$ cat src/rtl/clock_pkg.sv
// ============================================================================
// Module      : clock_pkg
// Description : Shared state encoding and field limits for the clock-set path.
// Revision    : 1.0 - initial release
// ============================================================================
`default_nettype none

package clock_pkg;

    typedef enum logic [1:0] {
        RUN     = 2'd0,
        SET_HR  = 2'd1,
        SET_MIN = 2'd2,
        COMMIT  = 2'd3
    } state_t;

    localparam int SEC_W = 6;
    localparam int MIN_W = 6;
    localparam int HR_W  = 4;

    localparam logic [SEC_W-1:0] SEC_MAX = 6'd59;
    localparam logic [MIN_W-1:0] MIN_MAX = 6'd59;
    localparam logic [HR_W-1:0]  HR_MAX  = 4'd11;

endpackage

`default_nettype wire

$ cat src/rtl/tick_prescaler.sv
// ============================================================================
// Module      : tick_prescaler
// Description : Free-running 0..TICK_DIV-1 counter with a wrap indication.
// Revision    : 1.0 - initial release
// ============================================================================
`default_nettype none

module tick_prescaler #(
    parameter int TICK_DIV = 50000000
) (
    input  logic                        clk,
    input  logic                        rst,
    input  logic                        clr,
    output logic [$clog2(TICK_DIV)-1:0] count,
    output logic                        wrap
);

    localparam int               CNT_W  = $clog2(TICK_DIV);
    localparam logic [CNT_W-1:0] C_LAST = CNT_W'(TICK_DIV - 1);

    always_ff @(posedge clk) begin
        if (rst || clr) begin
            count <= '0;
        end else if (count == C_LAST) begin
            count <= '0;
        end else begin
            count <= count + 1'b1;
        end
    end

    // A clear overrides the wrap so no tick escapes on the commit edge.
    assign wrap = (count == C_LAST) && !clr;

endmodule

`default_nettype wire

$ cat src/rtl/clock_set_ctrl.sv
// ============================================================================
// Module      : clock_set_ctrl
// Description : Tick generation and button-driven time-set FSM for the clock.
//               Optional auto-repeat on held increment: CLOCK_SET_AUTO_REPEAT_EN.
// Revision    : 1.0 - initial release
// ============================================================================
`default_nettype none

module clock_set_ctrl
    import clock_pkg::*;
#(
    parameter int TICK_DIV   = 50000000,
    parameter int REPEAT_DLY = 12500000
) (
    input  logic             clk,
    input  logic             rst,
    input  logic             btn_mode,
    input  logic             btn_inc,
    input  logic [SEC_W-1:0] cur_seconds,
    input  logic [MIN_W-1:0] cur_minutes,
    input  logic [HR_W-1:0]  cur_hours,
    output logic             tick,
    output logic             load,
    output logic [SEC_W-1:0] load_seconds,
    output logic [MIN_W-1:0] load_minutes,
    output logic [HR_W-1:0]  load_hours,
    output logic [1:0]       mode,
    output logic             blink
);

    localparam int               CNT_W  = $clog2(TICK_DIV);
    localparam logic [CNT_W-1:0] C_HALF = CNT_W'(TICK_DIV / 2);

    state_t            r_state;
    logic              r_mode_q;
    logic              r_inc_q;
    logic [HR_W-1:0]   r_hr_sh;
    logic [MIN_W-1:0]  r_min_sh;

    logic              w_press_mode;
    logic              w_press_inc;
    logic              w_inc_ev;
    logic              w_clr;
    logic              w_wrap;
    logic              w_blink_set;
    logic [CNT_W-1:0]  w_cnt;
    logic [CNT_W-1:0]  w_cnt_nxt;
    logic              w_unused;

    assign w_press_mode = btn_mode & ~r_mode_q;
    assign w_press_inc  = btn_inc  & ~r_inc_q;
    assign w_clr        = (r_state == COMMIT);

    tick_prescaler #(
        .TICK_DIV (TICK_DIV)
    ) u_prescaler (
        .clk   (clk),
        .rst   (rst),
        .clr   (w_clr),
        .count (w_cnt),
        .wrap  (w_wrap)
    );

    // Blink is registered, so it is decided from the count the prescaler
    // will hold after this edge.
    assign w_cnt_nxt   = (w_clr || w_wrap) ? '0 : w_cnt + 1'b1;
    assign w_blink_set = (w_cnt_nxt < C_HALF);

`ifdef CLOCK_SET_AUTO_REPEAT_EN
    localparam int                HOLD_W      = (REPEAT_DLY > 1) ? $clog2(REPEAT_DLY) : 1;
    localparam logic [HOLD_W-1:0] C_HOLD_LAST = HOLD_W'(REPEAT_DLY - 1);

    logic [HOLD_W-1:0] r_hold;
    logic              w_in_set;
    logic              w_rpt;

    assign w_in_set = (r_state == SET_HR) || (r_state == SET_MIN);

    always_ff @(posedge clk) begin
        if (rst) begin
            r_hold <= '0;
        end else if (!w_in_set || !btn_inc || w_press_mode || w_press_inc ||
                     (r_hold == C_HOLD_LAST)) begin
            r_hold <= '0;
        end else begin
            r_hold <= r_hold + 1'b1;
        end
    end

    assign w_rpt    = w_in_set && btn_inc && !w_press_inc && (r_hold == C_HOLD_LAST);
    assign w_inc_ev = w_press_inc | w_rpt;
    assign w_unused = ^cur_seconds;
`else
    assign w_inc_ev = w_press_inc;
    assign w_unused = (^cur_seconds) ^ (REPEAT_DLY != 0);
`endif

    always_ff @(posedge clk) begin
        if (rst) begin
            r_state      <= RUN;
            r_mode_q     <= 1'b0;
            r_inc_q      <= 1'b0;
            r_hr_sh      <= '0;
            r_min_sh     <= '0;
            tick         <= 1'b0;
            load         <= 1'b0;
            load_seconds <= '0;
            load_minutes <= '0;
            load_hours   <= '0;
            blink        <= 1'b1;
        end else begin
            r_mode_q <= btn_mode;
            r_inc_q  <= btn_inc;
            tick     <= 1'b0;
            load     <= 1'b0;
            case (r_state)
                RUN: begin
                    if (w_press_mode) begin
                        r_hr_sh  <= cur_hours;
                        r_min_sh <= cur_minutes;
                        r_state  <= SET_HR;
                        blink    <= w_blink_set;
                    end else begin
                        tick  <= w_wrap;
                        blink <= 1'b1;
                    end
                end
                SET_HR: begin
                    blink <= w_blink_set;
                    if (w_press_mode) begin
                        r_state <= SET_MIN;
                    end else if (w_inc_ev) begin
                        r_hr_sh <= (r_hr_sh == HR_MAX) ? '0 : r_hr_sh + 1'b1;
                    end
                end
                SET_MIN: begin
                    if (w_press_mode) begin
                        r_state      <= COMMIT;
                        load         <= 1'b1;
                        load_hours   <= r_hr_sh;
                        load_minutes <= r_min_sh;
                        load_seconds <= '0;
                        blink        <= 1'b1;
                    end else begin
                        blink <= w_blink_set;
                        if (w_inc_ev) begin
                            r_min_sh <= (r_min_sh == MIN_MAX) ? '0 : r_min_sh + 1'b1;
                        end
                    end
                end
                COMMIT: begin
                    r_state <= RUN;
                    blink   <= 1'b1;
                end
                default: begin
                    r_state <= RUN;
                    blink   <= 1'b1;
                end
            endcase
        end
    end

    assign mode = r_state;

endmodule

`default_nettype wire

$ cat config.mk
export PLATFORM = sky130hd
export DESIGN_NAME = clock_set_ctrl
export DESIGN_NICKNAME = d
export VERILOG_FILES = /design/src/rtl/clock_pkg.sv /design/src/rtl/tick_prescaler.sv /design/src/rtl/clock_set_ctrl.sv
export SDC_FILE = /design/constraint.sdc
export NUM_CORES = 1
export LEC_CHECK = 0
export ABC_CLOCK_PERIOD_IN_PS = 2800
export CELL_PAD_IN_SITES_DETAIL_PLACEMENT = 1
export CELL_PAD_IN_SITES_GLOBAL_PLACEMENT = 2
export CORE_MARGIN = 2
export CORE_UTILIZATION = 33
export CTS_BUF_LIST = sky130_fd_sc_hd__clkbuf_8
export CTS_CLUSTER_DIAMETER = 200
export DETAILED_ROUTE_END_ITERATION = 8
export PLACE_DENSITY_LB_ADDON = 0.1
export REMOVE_ABC_BUFFERS = 1
export SETUP_SLACK_MARGIN = 0.1
export SKIP_LAST_GASP = 1
export SLEW_MARGIN = 20
export SYNTH_ARGS = -nofsm -noshare
export SYNTH_HDL_FRONTEND = slang
export SYNTH_SLANG_ARGS = --single-unit
$ cat constraint.sdc
create_clock -name clk -period 2.8 [get_ports clk]
set_clock_uncertainty 0.1 [all_clocks]
set_input_delay 0.56 -clock clk [delete_from_list [all_inputs] [get_ports clk]]
set_output_delay 0.56 -clock clk [all_outputs]
set_load 0.05 [all_outputs]
==> flow_metrics.tcl <==
set metrics [dict create \
    crit_path_start_kind "flip-flop" \
    rows 32 \
    grt_pass1_vias 2245 \
    wl_per_cell_um 13.8 \
    vias 2245 \
    rrSetupSlack_ns 0.35 \
    ant_nets 0 \
    final_cell_mix "53 x dfxtp_1, 48 x nor2_1, 37 x nand2_1" \
    slew_headroom_pct 66.3 \
    grt_pass1_wl_um 11000 \
    drt_wl_total_um 6250 \
    ys.flop_type "dfxtp_1" \
    p_int_mw 1.08 \
    fin_hold_ws_ns 0.351 \
    crit_arrival_ns 2.55 \
    final_common_cell "dfxtp_1" \
    synth-seq-cells 53 \
    post_cts_buffers 0 \
    pwr-share-clk_pct 29.2 \
    antenna_found_initial 0 \
    worst-path-buf-inv 0 \
    wl_met1_um 2940 \
    io_pins 41 \
    final_nets 379 \
    min_from "u_prescaler.count[0]" \
    grt_start_max_net_pins 25 \
    syn_to_final_growth_pct 18.6 \
    cts.reportedPaths.clkPinSlew_ns 0.09 \
    place_congestion 0.768 \
    routed-wl-met2_um 3060 \
    p_sw_mw 0.426 \
    synthCells 321 \
    met3_length_um 166 \
    ir_drop_mv 0.236 \
    fmax_mhz 408 \
    synth_area_sq_mm 0.00264 \
    antenna_cells 0 \
    critical_path.slowest_cell "dfxtp_1" \
    drcViolationCount 0 \
    die_area_sq_mm 0.00872 \
    drt_iter0_drc 32 \
    fin_ws_ns 0.351 \
    final_layout_size_suffix_gt1_share_pct 6.82 \
    maxSlewViolCount 0 \
    p_per_area_mw_per_mm2 481 \
    critical_path.max_stage_delay_ns 0.36 \
    drv_cap 0 \
    timing.rr.end "blink" \
    rsz0062_at_grt "no" \
    required_ns 2.90 \
    die_x_um 93.4 \
    synth_edf_count 0 \
    worstPathCellList "ha_1, and4_2, nand3_2, nor2_1, xor2_1, nand4_1, o311a_1, o31a_1" \
    cp_top_family "simple AND/OR/NAND/NOR gates" \
    switching_share_pct 28.3 \
    timing.final.crit_share_pct 87.5 \
    tns_ns 0 \
    yosys.area.top_type "dfxtp_1" \
    setup_violations 0 \
    yosys-top-cells-area "dfxtp_1 40%, nor2_1 6.8%, nand2_1 5.3%" \
    grt_usage_pct 15.8 \
    vias_per_cell 4.94 \
    clockRootBuffer "clkbuf_8" \
    crit_path_end_kind "flip-flop" \
    holdPathStages 1 \
    dp_hpwl_um 4700 \
    syn_avg_cell_area_sq_um 8.21 \
    hold_viol_final 0 \
    yosys.area.top_type_share_pct 40.2 \
    cts_hold_buf 0 \
    pre_cts_ws_ns 0.236 \
    min_path_type "flip-flop to flip-flop" \
    clk_latency_ns 0.30 \
    filler_cell_count 951 \
    initial_core_util_pct 34.1 \
    power_frac_seq_pct 54.1 \
    fin_util_pct 40.4 \
    die_h_um 93.4 \
    numCtsBuffers 5 \
    core_area_sq_mm 0.00773 \
    yosys_warnings 0 \
    hold_path_end "u_prescaler.count[0]" \
    top_layer_used "met4" \
    period_minus_slack_ns 2.45 \
    portBuffers 28 \
    critPathKind "flip-flop to flip-flop" \
    async_flop_share_pct 0 \
    globalRouteOverflowTotal 0 \
    drt_first_pass_iters 4 \
    cts.sinks 53 \
    tightest_slew_ns 0.503 \
    cts_buffer_depth 2 \
    synth_cell_types 51 \
    r2r-start "u_prescaler.count[0]" \
    cts_max_level 2 \
    leakage_nw 1.09 \
    ys_seq_area_share_pct 40.2 \
    cts_tree "yes" \
    outcome "complete, no violations" \
    worstPathMaxFanout 5 \
    rr_worst_depth 8 \
    combPwrFrac_pct 16.8 \
]
final cells by class:
| class | count | area, sq um | area share (%) |
|---|---|---|---|
| multi-input cells | 247 | 1470 | 47.0 |
| flip-flops and latches | 53 | 1060 | 33.9 |
| repair buffers | 38 | 355 | 11.4 |
| well taps | 102 | 128 | 4.08 |
| clock buffers | 6 | 82.6 | 2.64 |
| inverters | 7 | 26.3 | 0.841 |
| clock inverters | 1 | 3.75 | 0.120 |
cell usage after synthesis (all sizes together) (3+ instances only):
| library cell | count |
|---|---|
| and3 | 4 |
| nor2b | 9 |
| clkbuf | 10 |
| ha | 7 |
| nor4b | 3 |
| or3 | 3 |
| dfxtp | 53 |
| inv | 7 |
| buf | 9 |
| o31a | 3 |
| a21oi | 24 |
| nand4 | 8 |
| nand2 | 38 |
| nand3 | 12 |
| a211oi | 3 |
| xor2 | 13 |
| nor2 | 49 |
| nor3 | 10 |
| and4 | 6 |
| mux2i | 3 |
| a22oi | 3 |
| o21ai | 7 |
| xnor2 | 12 |
worst max path at each step:
stage,depth (start not counted),to,startpoint
2_1_floorplan,7,blink,mode[0]
3_3_place_gp,7,blink,btn_mode
3_5_place_dp,10,r_min_sh[5],btn_mode
4_1_cts,8,blink,u_prescaler.count[0]
5_1_grt,8,blink,u_prescaler.count[0]
6_report,8,blink,u_prescaler.count[0]
per-stage QoR:
| stage | std cells | instance area, sq um | total power [mW] |
|---|---|---|---|
| finish | 454 | 3130 | 1.50 |
| global placement | 447 | 3040 | 1.08 |
| floorplan | 307 | 2550 | 0.991 |
| global route | 454 | 3130 | 1.59 |
| detailed placement | 447 | 3040 | 1.09 |
| CTS | 454 | 3120 | 1.53 |
power by group through the flow:
stage	Clock, mW	Sequential (mW)	Combinational [mW]
final	0.438	0.813	0.252
after global routing	0.489	0.820	0.282
after floorplan	0	0.845	0.146
after CTS	0.457	0.813	0.257
after detailed placement	0	0.831	0.255
after global placement	0	0.830	0.251
layer usage:
layer  vias up  global-route usage, %
met4         0                   5.15
li1       1153                      -
met5         -                      0
met2        26                   28.2
met3         6                   2.58
met1      1060                   19.2
worst reg2reg max path: cells and delay by family, from the launching register on:
kind                     cells  cell delay (ns)
AO/OA/AOI/OAI                2             0.63
XOR/XNOR                     1             0.20
adder cells (fa/ha/maj)      1             0.23
flip-flops                   1             0.36
AND/OR/NAND/NOR              4             0.83
logic make-up after synthesis:
group	after synthesis	share of synthesized area [%]
xor gates and xnor gates	25	8.31
muxes	3	1.14
adders and majority gates	7	3.32
buffers and inverters	26	4.79
DFF	53	40.2
other	1	0.142
AOI/OAI and AO/OA	52	12.6
and+or+nand+nor	154	29.4
timing repair:
item                                    CTS  global route
resized for setup                         0             1
endpoints found under the hold margin     0             0
endpoints found under the setup margin    0             1
flip-flops by register name, indices dropped and copies added, names as in the netlist:
register	flops
load_minutes	6
tick	1
u_prescaler.count	26
r_inc_q	1
r_mode_q	1
load	1
r_min_sh	6
r_hr_sh	4
blink	1
mode	2
load_hours	4
(Power assumes the default switching activity.)
